### src/rtl/rocket_game_controller.sv
// rocket_game_controller
//   Game sequencer for the lander: IDLE -> PLAY -> (CRASH | LEVEL_UP) -> ...
//   -> GAME_OVER. Tracks lives and level. Gates the player's keys into the
//   rocket position block and holds that block at its start position whenever
//   play is not live.
//
// Ports
//   Clock             in   system clock, rising edge
//   Reset             in   synchronous, active-low
//   start             in   start key (level); edge-detected internally
//   upKey, downKey    in   raw player keys
//   collisionDetected in   collision level from the collision detector
//   cleared           in   rocket reached the top (from rocket position block)
//   up, down          out  gated key commands (up wins over down)
//   rocketRestart     out  high whenever not in PLAY; parks the rocket
//   lives      [1:0]  out  remaining lives
//   level      [3:0]  out  current level (1-based during a game)
//   state      [2:0]  out  IDLE=0 PLAY=1 CRASH=2 LEVEL_UP=3 GAME_OVER=4
//   gameOver          out  high exactly while in GAME_OVER
module rocket_game_controller #(
  parameter int LIVES       = 3,
  parameter int MAX_LEVEL   = 9,
  parameter int HOLD_CYCLES = 50000000
) (
  input  logic       Clock,
  input  logic       Reset,
  input  logic       start,
  input  logic       upKey,
  input  logic       downKey,
  input  logic       collisionDetected,
  input  logic       cleared,
  output logic       up,
  output logic       down,
  output logic       rocketRestart,
  output logic [1:0] lives,
  output logic [3:0] level,
  output logic [2:0] state,
  output logic       gameOver
);

  typedef enum logic [2:0] {
    S_IDLE      = 3'd0,
    S_PLAY      = 3'd1,
    S_CRASH     = 3'd2,
    S_LEVEL_UP  = 3'd3,
    S_GAME_OVER = 3'd4
  } state_e;

  localparam logic [27:0] HOLD_LOAD = 28'(HOLD_CYCLES - 1);
  localparam logic [1:0]  LIVES_LD  = 2'(LIVES);
  localparam logic [3:0]  MAX_LVL   = 4'(MAX_LEVEL);

  state_e      state_q, state_n;
  logic [1:0]  lives_q, lives_n;
  logic [3:0]  level_q, level_n;
  logic [27:0] timer_q, timer_n;
  logic        start_d;
  logic        start_pulse;

  // start_d resets to 0, so a start held through reset gives one pulse
  // on the first cycle out of reset.
  assign start_pulse = start & ~start_d;

  always_ff @(posedge Clock) begin
    if (!Reset) begin
      state_q <= S_IDLE;
      lives_q <= '0;
      level_q <= '0;
      timer_q <= '0;
      start_d <= 1'b0;
    end else begin
      state_q <= state_n;
      lives_q <= lives_n;
      level_q <= level_n;
      timer_q <= timer_n;
      start_d <= start;
    end
  end

  always_comb begin
    state_n = state_q;
    lives_n = lives_q;
    level_n = level_q;
    timer_n = timer_q;
    case (state_q)
      S_IDLE: begin
        if (start_pulse) begin
          state_n = S_PLAY;
          lives_n = LIVES_LD;
          level_n = 4'd1;
        end
      end
      S_PLAY: begin
        // Collision wins over cleared when both arrive together.
        if (collisionDetected) begin
          state_n = S_CRASH;
          lives_n = (lives_q == 2'd0) ? 2'd0 : lives_q - 2'd1;
          timer_n = HOLD_LOAD;
        end else if (cleared) begin
          state_n = S_LEVEL_UP;
          level_n = (level_q >= MAX_LVL) ? MAX_LVL : level_q + 4'd1;
          timer_n = HOLD_LOAD;
        end
      end
      S_CRASH: begin
        // Exit on the cycle the timer reads 0: dwell is exactly HOLD_CYCLES.
        if (timer_q == 28'd0) state_n = (lives_q == 2'd0) ? S_GAME_OVER : S_PLAY;
        else                  timer_n = timer_q - 28'd1;
      end
      S_LEVEL_UP: begin
        if (timer_q == 28'd0) state_n = S_PLAY;
        else                  timer_n = timer_q - 28'd1;
      end
      S_GAME_OVER: begin
        if (start_pulse) state_n = S_IDLE;
      end
      default: state_n = S_IDLE;
    endcase
  end

  assign up            = (state_q == S_PLAY) & upKey;
  assign down          = (state_q == S_PLAY) & downKey & ~upKey;
  assign rocketRestart = (state_q != S_PLAY);
  assign gameOver      = (state_q == S_GAME_OVER);
  assign lives         = lives_q;
  assign level         = level_q;
  assign state         = state_q;

endmodule

### config.mk
export PLATFORM = sky130hd
export DESIGN_NAME = rocket_game_controller
export DESIGN_NICKNAME = d
export VERILOG_FILES = /design/src/rtl/rocket_game_controller.sv
export SDC_FILE = /design/constraint.sdc
export NUM_CORES = 1
export LEC_CHECK = 0
export CAP_MARGIN = 20
export CORE_MARGIN = 1
export CORE_UTILIZATION = 60
export DETAILED_ROUTE_END_ITERATION = 8
export MAX_ROUTING_LAYER = met4
export PLACE_DENSITY = 0.91
export SLEW_MARGIN = 10
export SYNTH_ARGS = -nofsm -noshare
export SYNTH_HDL_FRONTEND = slang
export SYNTH_SLANG_ARGS = --single-unit
### constraint.sdc
create_clock -name Clock -period 5.2 [get_ports Clock]
set_input_delay 1.3 -clock Clock [delete_from_list [all_inputs] [get_ports Clock]]
set_output_delay 1.3 -clock Clock [all_outputs]
set_load 0.01 [all_outputs]
==> impl_metrics.json, run 1 <==
{
  "status": "completed",
  "core_area_sq_mm": 0.00334,
  "cp_common_cell": "clkdlybuf4s50_1",
  "relSlewSlack_pct": 48.6,
  "syn-num-nets": 262,
  "seq_area_sq_um": 761,
  "syn2layout_area_growth_pct": 14.7,
  "drtAntennaViolNets": 0,
  "layout_min_cycle_time_ps": 3830,
  "leakagePower_nw": 0.849,
  "fillCellCount": 266,
  "drcViolationCount": 0,
  "cts_resized": 0,
  "cts-htree-levels": 2,
  "fp.dieH_um": 60.9,
  "path_max_fanout": 1,
  "end_kind": "primary output",
  "met2_length_mm": 2.26,
  "place_inst": 307,
  "grt_use_total_pct": 29.6,
  "period_share_pct": 73.6,
  "setup_violations": 0,
  "rsz0062_at_grt": "no",
  "yosysTopAreaCell": "dfxtp_1",
  "ys_seq_area_share_pct": 36.5,
  "peakVddDrop_uv": 338,
  "timing.setup.tns_ps": 0,
  "initial_utilization_pct": 62.4,
  "r2r_slack_ps": 2660,
  "drt_wl_total_mm": 4.81,
  "min_path_type": "reg -> reg",
  "avgRoutedWirePerCell_um": 15.3,
  "maxCapViolCount": 0,
  "criticalPathCategory": "in -> out",
  "grt_max_degree": 24,
  "top_layer_used": "met4",
  "overflow": 0,
  "worstSetupStartpointType": "input pin",
  "power_density_mw_per_mm2": 603,
  "r2r-end": "timer_q[15]",
  "synth_flop_cell": "dfxtp_1",
  "multi_input_area_sq_mm": 0.00124,
  "dpl.hpwl_mm": 3.32,
  "r2r-start": "timer_q[5]",
  "skew_ps": 10.1,
  "met1Wirelength_mm": 2.18,
  "rows": 21,
  "dr.pass1.iters": 4,
  "timing.fmax_ghz": 0.261,
  "cts_root_buf": "clkbuf_4",
  "wl_met3_um": 253,
  "yosysTopAreaCellShare_pct": 36.5,
  "nNetsFinal": 280,
  "io_buffers": 19,
  "post-cts-setup-buffers": 0,
  "synthCells": 250,
  "cts_tree": "yes",
  "ys_ff_latch": 38,
  "startpoint": "downKey",
  "antenna_found_initial": 0,
  "cts_buffers": 5,
  "clock_tree.buffer_depth": 2,
  "drive_gt1_share_pct": 9.29,
  "n_antenna_cell": 0,
  "pin_count": 20,
  "endpoint": "down",
  "required_ps": 3900,
  "reg2regPathDepth": 6,
  "post_drt_via_cell_ratio": 6.49,
  "worstMarginPinSlew_ps": 751,
  "vias": 2044,
  "finalPower_mw": 1.44,
  "grt_pass1_vias": 1756,
  "layout.cells.non_filler": 315,
  "gp_congestion": 0.864,
  "cts.sinks": 38,
  "drtIter0Drc": 112,
  "critPathMaxStageDelay_ps": 570,
  "cp_slowest_cell": "clkdlybuf4s50_1",
  "synth.top_cells.by_area": "dfxtp_1 37%, a21oi_1 4.3%, nor2_1 3.6%",
  "dieArea_sq_mm": 0.00371,
  "path_clk_slew_ps": 100,
  "synthArstFlopShare_pct": 0,
  "maxSlewViolCount": 0,
  "die_w_um": 60.9,
  "path_cells": "clkdlybuf4s50_1 -> nor3b_1 -> clkdlybuf4s50_1",
  "arrival_ps": 2530,
  "clock_latency_ps": 350,
  "ctsHoldBuffers": 0,
  "synth-edff-count": 0,
  "yosys.cell_types.count": 52,
  "avgSynthCellArea_sq_um": 8.33,
  "netlist_area_sq_mm": 0.00208,
  "hold_viol_final": 0,
  "grt_pass1_wl_mm": 7.77,
  "synth_warnings": 0
}
routing by layer:
layer | track usage (%) | vias up
met5 | - | -
met4 | 17.5 | 0
met1 | 36.4 | 973
li1 | - | 993
met3 | 5.76 | 13
met2 | 44.9 | 65
cells by family after synthesis:
group                    Yosys count  share of synthesized area (%)
AO/OA/AOI/OAI                     78                           25.0
adder cells (fa/ha/maj)            5                           3.00
flip-flops                        38                           36.5
buffers and inverters             23                           4.45
multiplexers                       1                          0.481
AND/OR/NAND/NOR                  105                           30.5
per-stage QoR:
stage / hold WS, ps / util [%] / instance area (sq um) / setup WS [ps]
5_1_grt: 544 / 71.5 / 2390 / 1300
2_1_floorplan: 459 / - / 2080 / 2290
6_report: 516 / 71.5 / 2390 / 1370
3_5_place_dp: 490 / 69.2 / 2310 / 1380
4_1_cts: 514 / 71.5 / 2390 / 1360
3_3_place_gp: 474 / 69.2 / 2310 / 1410
area by class of cell:
class | instances | share of cell area [%]
flip-flops and latches | 38 | 31.9
repair buffers | 21 | 8.60
clock buffers | 5 | 1.57
well taps | 46 | 2.41
inverters | 13 | 2.04
clock inverters | 3 | 1.68
multi-input cells | 189 | 51.8
critical path, delay by kind of cell:
kind                   cells  cell delay [ps]
buffers and inverters      2             1040
AND/OR/NAND/NOR            1              180
state kept, by name, indices dropped and copies added, names as in the netlist:
signal / count
level: 4
start_d: 1
state: 3
timer_q: 28
lives: 2
placed cells by master, fill, tap and decap left out, drive strengths merged, types with 4 or more instances in the layout:
cell type	Yosys	routed
or2	6	6
o31ai	8	8
a21oi	18	18
or4	8	8
nand3	6	6
nand4	4	4
nand3b	4	4
nand2	12	12
inv	12	12
o21a	5	5
dfxtp	38	38
a211oi	5	5
a31oi	11	11
o21ai	13	13
nor4	6	6
clkdlybuf4s50	0	19
nor2	20	20
clkbuf	7	5
nor3	13	13
nor3b	5	5
or3	14	14
ha	5	5
worst min path at each step:
stage                      from     endpoint  slack, ps  cells past startpoint
floorplan           timer_q[27]  timer_q[27]        460                      2
global placement       level[3]     level[3]        470                      2
detailed placement  timer_q[27]  timer_q[27]        490                      2
CTS                 timer_q[26]  timer_q[26]        510                      2
global route        timer_q[24]  timer_q[24]        540                      2
finish              timer_q[26]  timer_q[26]        520                      2
cells in the mapped netlist, types with 2 or more instances:
library cell,number
a22oi_1,2
nand2_1,12
o31a_1,2
inv_1,12
nand3_1,6
a211oi_1,5
o21ai_0,12
and2_1,2
ha_1,5
a21oi_1,18
o211a_1,3
o21a_1,5
buf_2,2
clkbuf_1,7
nor3b_1,4
dfxtp_1,38
a31oi_1,11
nand4_1,2
or4_1,8
or3_1,12
nor2_1,20
nor4_1,4
or2_2,5
o31ai_1,7
nor2b_1,3
nor3_1,12
nand3b_1,4
o41ai_1,3
report_power, final:
group / switching (mW) / internal (mW)
clock: 0.100 / 0.0996
sequential: 0.120 / 0.378
combinational: 0.439 / 0.303
Note: power is estimated with default switching activity, not from simulation.
==> run 2, diff against run 1 <==
--- a/config.mk
+++ b/config.mk
@@ -7,10 +7,10 @@
 export LEC_CHECK = 0
 export CAP_MARGIN = 20
 export CORE_MARGIN = 1
-export CORE_UTILIZATION = 60
+export CORE_UTILIZATION = 51
 export DETAILED_ROUTE_END_ITERATION = 8
 export MAX_ROUTING_LAYER = met4
-export PLACE_DENSITY = 0.91
+export PLACE_DENSITY = 0.83
 export SLEW_MARGIN = 10
 export SYNTH_ARGS = -nofsm -noshare
 export SYNTH_HDL_FRONTEND = slang
==> constraint.sdc (replaced) <==
create_clock -name Clock -period 3.2 [get_ports Clock]
set_input_delay 0.8 -clock Clock [delete_from_list [all_inputs] [get_ports Clock]]
set_output_delay 0.8 -clock Clock [all_outputs]
set_load 0.01 [all_outputs]
==> run 2 against run 1 <==
- clock skew decreased by 2.2 ps
- first-iteration DRC count increased by 17%
- clock power increased by 68%
==> impl_metrics.json, run 2 (synthesis gave the netlist of run 1 again) <==
{
  "fp.dieH_um": 65.9,
  "power.internal_mw": 1.31,
  "syn2layout_area_growth_pct": 18.0,
  "arrival_ps": 2010,
  "die_w_um": 65.9,
  "peakVddDrop_uv": 633,
  "layout.cells.non_filler": 324,
  "required_ps": 2400,
  "cts-htree-levels": 2,
  "grt_use_total_pct": 25.3,
  "core_area_sq_mm": 0.00380,
  "initial_utilization_pct": 54.8,
  "drive_gt1_share_pct": 11.2,
  "cts_buffers": 5,
  "nNetsFinal": 287,
  "rows": 22,
  "setup_violations": 0,
  "post-cts-setup-buffers": 0,
  "r2r-start": "timer_q[0]",
  "timing.fmax_ghz": 0.356,
  "antenna_found_initial": 0,
  "drt_wl_total_mm": 4.76,
  "grt_max_degree": 29,
  "overflow": 0,
  "maxCapViolCount": 0,
  "cts.sinks": 38,
  "dpl.hpwl_mm": 3.35,
  "ctsHoldBuffers": 0,
  "status": "completed",
  "comb_power_share_pct": 52.0,
  "critPathBufInv": 3,
  "cts_resized": 0,
  "end_kind": "primary output",
  "grt_pass1_vias": 1832,
  "cp_slowest_cell": "clkdlybuf4s50_1",
  "p_switching_mw": 1.07,
  "gp_congestion": 0.844,
  "place_inst": 316,
  "cp_common_cell": "nor3b_1",
  "top_register": "timer_q",
  "dieArea_sq_mm": 0.00434,
  "worstSetupStartpointType": "flop",
  "fin_util_pct": 64.7,
  "maxSlewViolCount": 0,
  "cts_root_buf": "clkbuf_8",
  "pin_count": 20,
  "grt_pass1_wl_mm": 8.20,
  "hp-start": "level[3]",
  "period_share_pct": 87.9,
  "drtAntennaViolNets": 0,
  "drcViolationCount": 0,
  "criticalPathCategory": "reg -> out",
  "leakagePower_nw": 0.886,
  "reg2regPathDepth": 7,
  "min_path_type": "reg -> reg",
  "path_clk_slew_ps": 70,
  "final_cell_mix": "38 x dfxtp_1, 20 x nor2_1, 19 x clkdlybuf4s50_1",
  "layout_min_cycle_time_ps": 2810,
  "worstMarginPinSlew_ps": 806,
  "critPathMaxStageDelay_ps": 560,
  "path_cells": "nor3b_1 -> buf_4 -> inv_1 -> nor3b_1 -> clkdlybuf4s50_1",
  "p_seq_share_pct": 33.9,
  "power_density_mw_per_mm2": 971,
  "skew_ps": 7.89,
  "finalPower_mw": 2.39,
  "path_max_fanout": 8,
  "postPlaceCellArea_sq_mm": 0.00236,
  "dr.pass1.iters": 5,
  "r2r_slack_ps": 830,
  "critPathTopFamily": "buffers and inverters",
  "vias": 1982,
  "r2r-end": "timer_q[20]",
  "post_drt_via_cell_ratio": 6.12,
  "clock_latency_ps": 290,
  "sw_frac_of_total_pct": 44.9,
  "avgRoutedWirePerCell_um": 14.7,
  "clkPwrFrac_pct": 14.1,
  "io_buffers": 19,
  "largest_register_ffs": 28,
  "design_area_sq_mm": 0.00246,
  "layout_commonest_cell": "dfxtp_1",
  "n_antenna_cell": 0,
  "hold_end": "level[3]",
  "hold_viol_final": 0,
  "rsz0062_at_grt": "no",
  "hold_depth": 2,
  "cts_tree": "yes",
  "timing.setup.tns_ps": 0,
  "clock_tree.buffer_depth": 2,
  "drtIter0Drc": 131,
  "relSlewSlack_pct": 44.9
}
## run 2: changes by cell type in the layout (fill, tap and decap cells not counted)
cell / change
buf_4: +7
bufinv_16: -1
clkbuf_1: +1
clkbuf_4: -5
clkbuf_8: +6
clkinv_2: -1
## run 2: layout make-up
cell class,instances,area (sq um)
Inverter,13,48.8
Clock inverter,1,5.00
Tap cell,48,60.1
Timing Repair Buffer,28,258
Sequential cell,38,761
Clock buffer,7,86.3
Multi-Input combinational cell,189,1240
Fill cell,330,1340
## run 2: power by group through the flow
stage,combinational (mW),sequential (mW),clock (mW)
final,1.24,0.808,0.336
after global routing,1.37,0.838,0.374
after CTS,1.23,0.802,0.349
after detailed placement,1.23,0.810,0
after global placement,1.20,0.803,0
after floorplan,0.892,0.776,0
## run 2: per-layer routing
metal	global-route usage, %	wire length (um)	part of all wire (%)	vias up
li1	-	-	-	991
met1	31.9	2240	47	926
met2	38.5	2220	47	58
met3	6.55	245	5.1	7
met4	9.78	61	1.3	0
met5	-	0	0	-
## run 2: worst max-delay path by stage
stage / startpoint / to / slack, ps / cells after the start
after detailed placement: start / lives[1] / 400 / 6
after global placement: downKey / down / 430 / 3
final: state[0] / down / 390 / 5
after floorplan: state[1] / down / 920 / 4
after global routing: state[0] / down / 310 / 5
after CTS: state[0] / down / 410 / 5
## run 2: through the flow
stage | setup slack, ps | hold slack [ps]
floorplan | 923 | 459
global placement | 432 | 468
detailed placement | 395 | 479
CTS | 407 | 491
global route | 310 | 506
finish | 388 | 489
## run 2: worst min-delay path: cells and delay by family (launching register included)
| family | cells | cell delay [ps] |
|---|---|---|
| buffers and inverters | 1 | 60 |
| AOI/OAI and AO/OA | 1 | 60 |
| DFF | 1 | 310 |
==> run 3, diff against run 2 <==
--- a/config.mk
+++ b/config.mk
@@ -5,6 +5,7 @@
 export SDC_FILE = /design/constraint.sdc
 export NUM_CORES = 1
 export LEC_CHECK = 0
+export ABC_CLOCK_PERIOD_IN_PS = 3200
 export CAP_MARGIN = 20
 export CORE_MARGIN = 1
 export CORE_UTILIZATION = 51
==> results of run 3 <==
Final layout, timing and power as in run 2 (identical DEF).
==> patch: new RTL, settings of run 2 <==
Add an input register stage for `start`, `upKey`, `downKey`, `collisionDetected` and `cleared`, with the module's reset; this delays them by one clock.
--- a/src/rtl/rocket_game_controller.sv
+++ b/src/rtl/rocket_game_controller.sv
@@ -50,6 +50,28 @@
   localparam logic [1:0]  LIVES_LD  = 2'(LIVES);
   localparam logic [3:0]  MAX_LVL   = 4'(MAX_LEVEL);
 
+  logic start_q;
+  logic upKey_q;
+  logic downKey_q;
+  logic collisionDetected_q;
+  logic cleared_q;
+
+  always_ff @(posedge Clock) begin
+    if (!Reset) begin
+      start_q             <= '0;
+      upKey_q             <= '0;
+      downKey_q           <= '0;
+      collisionDetected_q <= '0;
+      cleared_q           <= '0;
+    end else begin
+      start_q             <= start;
+      upKey_q             <= upKey;
+      downKey_q           <= downKey;
+      collisionDetected_q <= collisionDetected;
+      cleared_q           <= cleared;
+    end
+  end
+
   state_e      state_q, state_n;
   logic [1:0]  lives_q, lives_n;
   logic [3:0]  level_q, level_n;
@@ -59,7 +81,7 @@
 
   // start_d resets to 0, so a start held through reset gives one pulse
   // on the first cycle out of reset.
-  assign start_pulse = start & ~start_d;
+  assign start_pulse = start_q & ~start_d;
 
   always_ff @(posedge Clock) begin
     if (!Reset) begin
@@ -73,7 +95,7 @@
       lives_q <= lives_n;
       level_q <= level_n;
       timer_q <= timer_n;
-      start_d <= start;
+      start_d <= start_q;
     end
   end
 
@@ -92,11 +114,11 @@
       end
       S_PLAY: begin
         // Collision wins over cleared when both arrive together.
-        if (collisionDetected) begin
+        if (collisionDetected_q) begin
           state_n = S_CRASH;
           lives_n = (lives_q == 2'd0) ? 2'd0 : lives_q - 2'd1;
           timer_n = HOLD_LOAD;
-        end else if (cleared) begin
+        end else if (cleared_q) begin
           state_n = S_LEVEL_UP;
           level_n = (level_q >= MAX_LVL) ? MAX_LVL : level_q + 4'd1;
           timer_n = HOLD_LOAD;
@@ -118,8 +140,8 @@
     endcase
   end
 
-  assign up            = (state_q == S_PLAY) & upKey;
-  assign down          = (state_q == S_PLAY) & downKey & ~upKey;
+  assign up            = (state_q == S_PLAY) & upKey_q;
+  assign down          = (state_q == S_PLAY) & downKey_q & ~upKey_q;
   assign rocketRestart = (state_q != S_PLAY);
   assign gameOver      = (state_q == S_GAME_OVER);
   assign lives         = lives_q;
Check against the original RTL: not equivalent (a bounded check fails within 4 cycles, from zero or initial values and one cycle with Reset low).
==> patch against run 2 <==
- setup slack lost 0.029 ns
- routed wire length shrank 1.4%
- total power shrank 21%
- critical path depth is the same
- sequential cell count grew 5
- final area grew 1.6%
- synthesized area grew 3.1%
- sequential share of layout area grew 3.5 points
==> patch: results (changes against run 2) <==
- Outcome: complete, no violations
- Fillers: 373 (+13%)
- Met2 Routed Length: 2138 microns (-3.7%)
- Async set-reset flop share out of synthesis: 0% (unchanged)
- Pleak: 0.9381 nW (+5.9%)
- Total wire length: 4695 microns (-1.4%)
- 1st-iter DRT viols: 95 (-27%)
- Post-placement cell area: 2379 sq um (+0.58%)
- Antenna violations before repair: 0 (unchanged)
- First-pass GRT wire length: 7921 microns (-3.4%)
- Worst slew pin tran: 0.8599 ns (+0.05380 ns)
- Post-Syn Nets: 259 (-1.1%)
- Place WS: 0.6295 ns (+0.2342 ns)
- Post-synthesis sequential area ratio: 40.12% (+3.6 points)
- Overall routing resource usage: 24.33% (-0.96 points)
- Synthesized-area fraction occupied by adder cells: 2.915% (-0.089 points)
- Final net count: 279 (-2.8%)
- Net Sw Power: 0.7176 mW (-33%)
- Setup bufs post-CTS: 0 (unchanged)
- Tcrit/Tclk final: 88.77% (+0.91 points)
- Dpl cells: 310 (-1.9%)
- Hold_ws: 0.4816 ns (-0.007094 ns)
- Synth area leaders: dfxtp_1, nor2_1, xnor2_1, a21oi_1, nor4_1
- CTS buffer count: 5 (unchanged)
- CTS max path bufs: 2 (unchanged)
- IO Port Bufs: 19 (unchanged)
- Met3 routed WL: 222 microns (-9.4%)
- Synth unique cells: 50 (-3.8%)
- Wirelength per Cell: 14.76 microns (+0.43%)
- Commonest cells post-synth: dfxtp_1, nor2_1, a21oi_1
- Reg-to-reg setup timing slack: 0.62 ns (-0.21 ns)
- Fraction of layout cells with a size suffix above 1: 9.701% (-1.5 points)
- Post-Synth XOR/XNOR Area: 6.531% (+6.5 points)
- Ys Warns: 0 (unchanged)
- CTS H-tree lvls: 2 (unchanged)
- Clk root buf: clkbuf_8
- Synth Instances: 247 (-1.2%)
- Vias in the first global route: 1706 (-6.9%)
- Worst skew pair latency: 0.31 ns (+0.02 ns)
- Clock skew: 0.006814 ns (-0.001079 ns)
- Met1 wire length: 2248 microns (+0.49%)
- GP Congestion: 0.8490 (+0.62%)
- Largest net degree at the start of global routing: 17 (-41%)
- Maximum vdd ir drop: 0.0004710 V (-26%)
- Drt pass-1 iters: 4 (-1)
- Mux contribution to synthesized area: 0.9329% (+0.45 points)
- Final HPWL DP: 3351 microns (about the same)
- CP max FO: 9 (+1)
- Compound-Gate Fraction of Synth Area: 13.06% (-12 points)
- Via count: 1861 (-6.1%)
==> patch: cell types whose count changed in the layout (fill, tap and decap cells not counted), sizes merged, moves of 5 or more <==
cell,before,now
dfxtp,38,43
xnor2,0,12
o31ai,8,2
nor2,20,33
and2,2,8
buf,9,4
a31oi,11,2
o21ai,13,8
nor4,6,13
==> patch: metal layers <==
metal / vias to the layer above / global-route usage, %
li1: 932 / -
met1: 875 / 31.45
met2: 44 / 36.36
met3: 10 / 5.822
met4: 0 / 9.574
met5: - / -
==> patch: worst paths after layout <==
| kind | start | to | cells after the start |
|---|---|---|---|
| worst max-delay path | state[2] | down | 5 |
| worst min-delay path | start_q | start_d | 1 |
| worst max register to register | timer_q[0] | timer_q[17] | 9 |
| worst min register to register | start_q | start_d | 1 |
==> patch: power by group through the flow <==
stage / Sequential (mW) / Clock [mW] / Combinational [mW]
detailed placement: 0.714 / 0 / 0.732
floorplan: 0.696 / 0 / 0.574
finish: 0.706 / 0.445 / 0.741
CTS: 0.703 / 0.455 / 0.737
global route: 0.718 / 0.475 / 0.825
global placement: 0.712 / 0 / 0.715
==> patch: critical path, cell delays in order, from the launching register on <==
cell,delay (ns)
dfxtp_1,0.39
nor2_1,0.21
and2_1,0.22
inv_1,0.15
nor3b_1,0.21
clkdlybuf4s50_1,0.56
==> patch: final cells by class <==
| type | instances | area (sq um) | area share, % |
|---|---|---|---|
| Clock buffer | 6 | 82.58 | 3.308 |
| Clock inverter | 2 | 35.03 | 1.404 |
| Inverter | 9 | 33.78 | 1.353 |
| Multi-Input combinational cell | 185 | 1201 | 48.12 |
| Sequential cell | 43 | 860.8 | 34.49 |
| Tap cell | 50 | 62.56 | 2.506 |
| Timing Repair Buffer | 23 | 220.2 | 8.822 |
==> patch: cells by family after synthesis <==
group,Yosys count
fa+ha+maj,5
mux,2
simple gates,119
buf+inv,19
flops,43
compound gates,43
xor+xnor,16
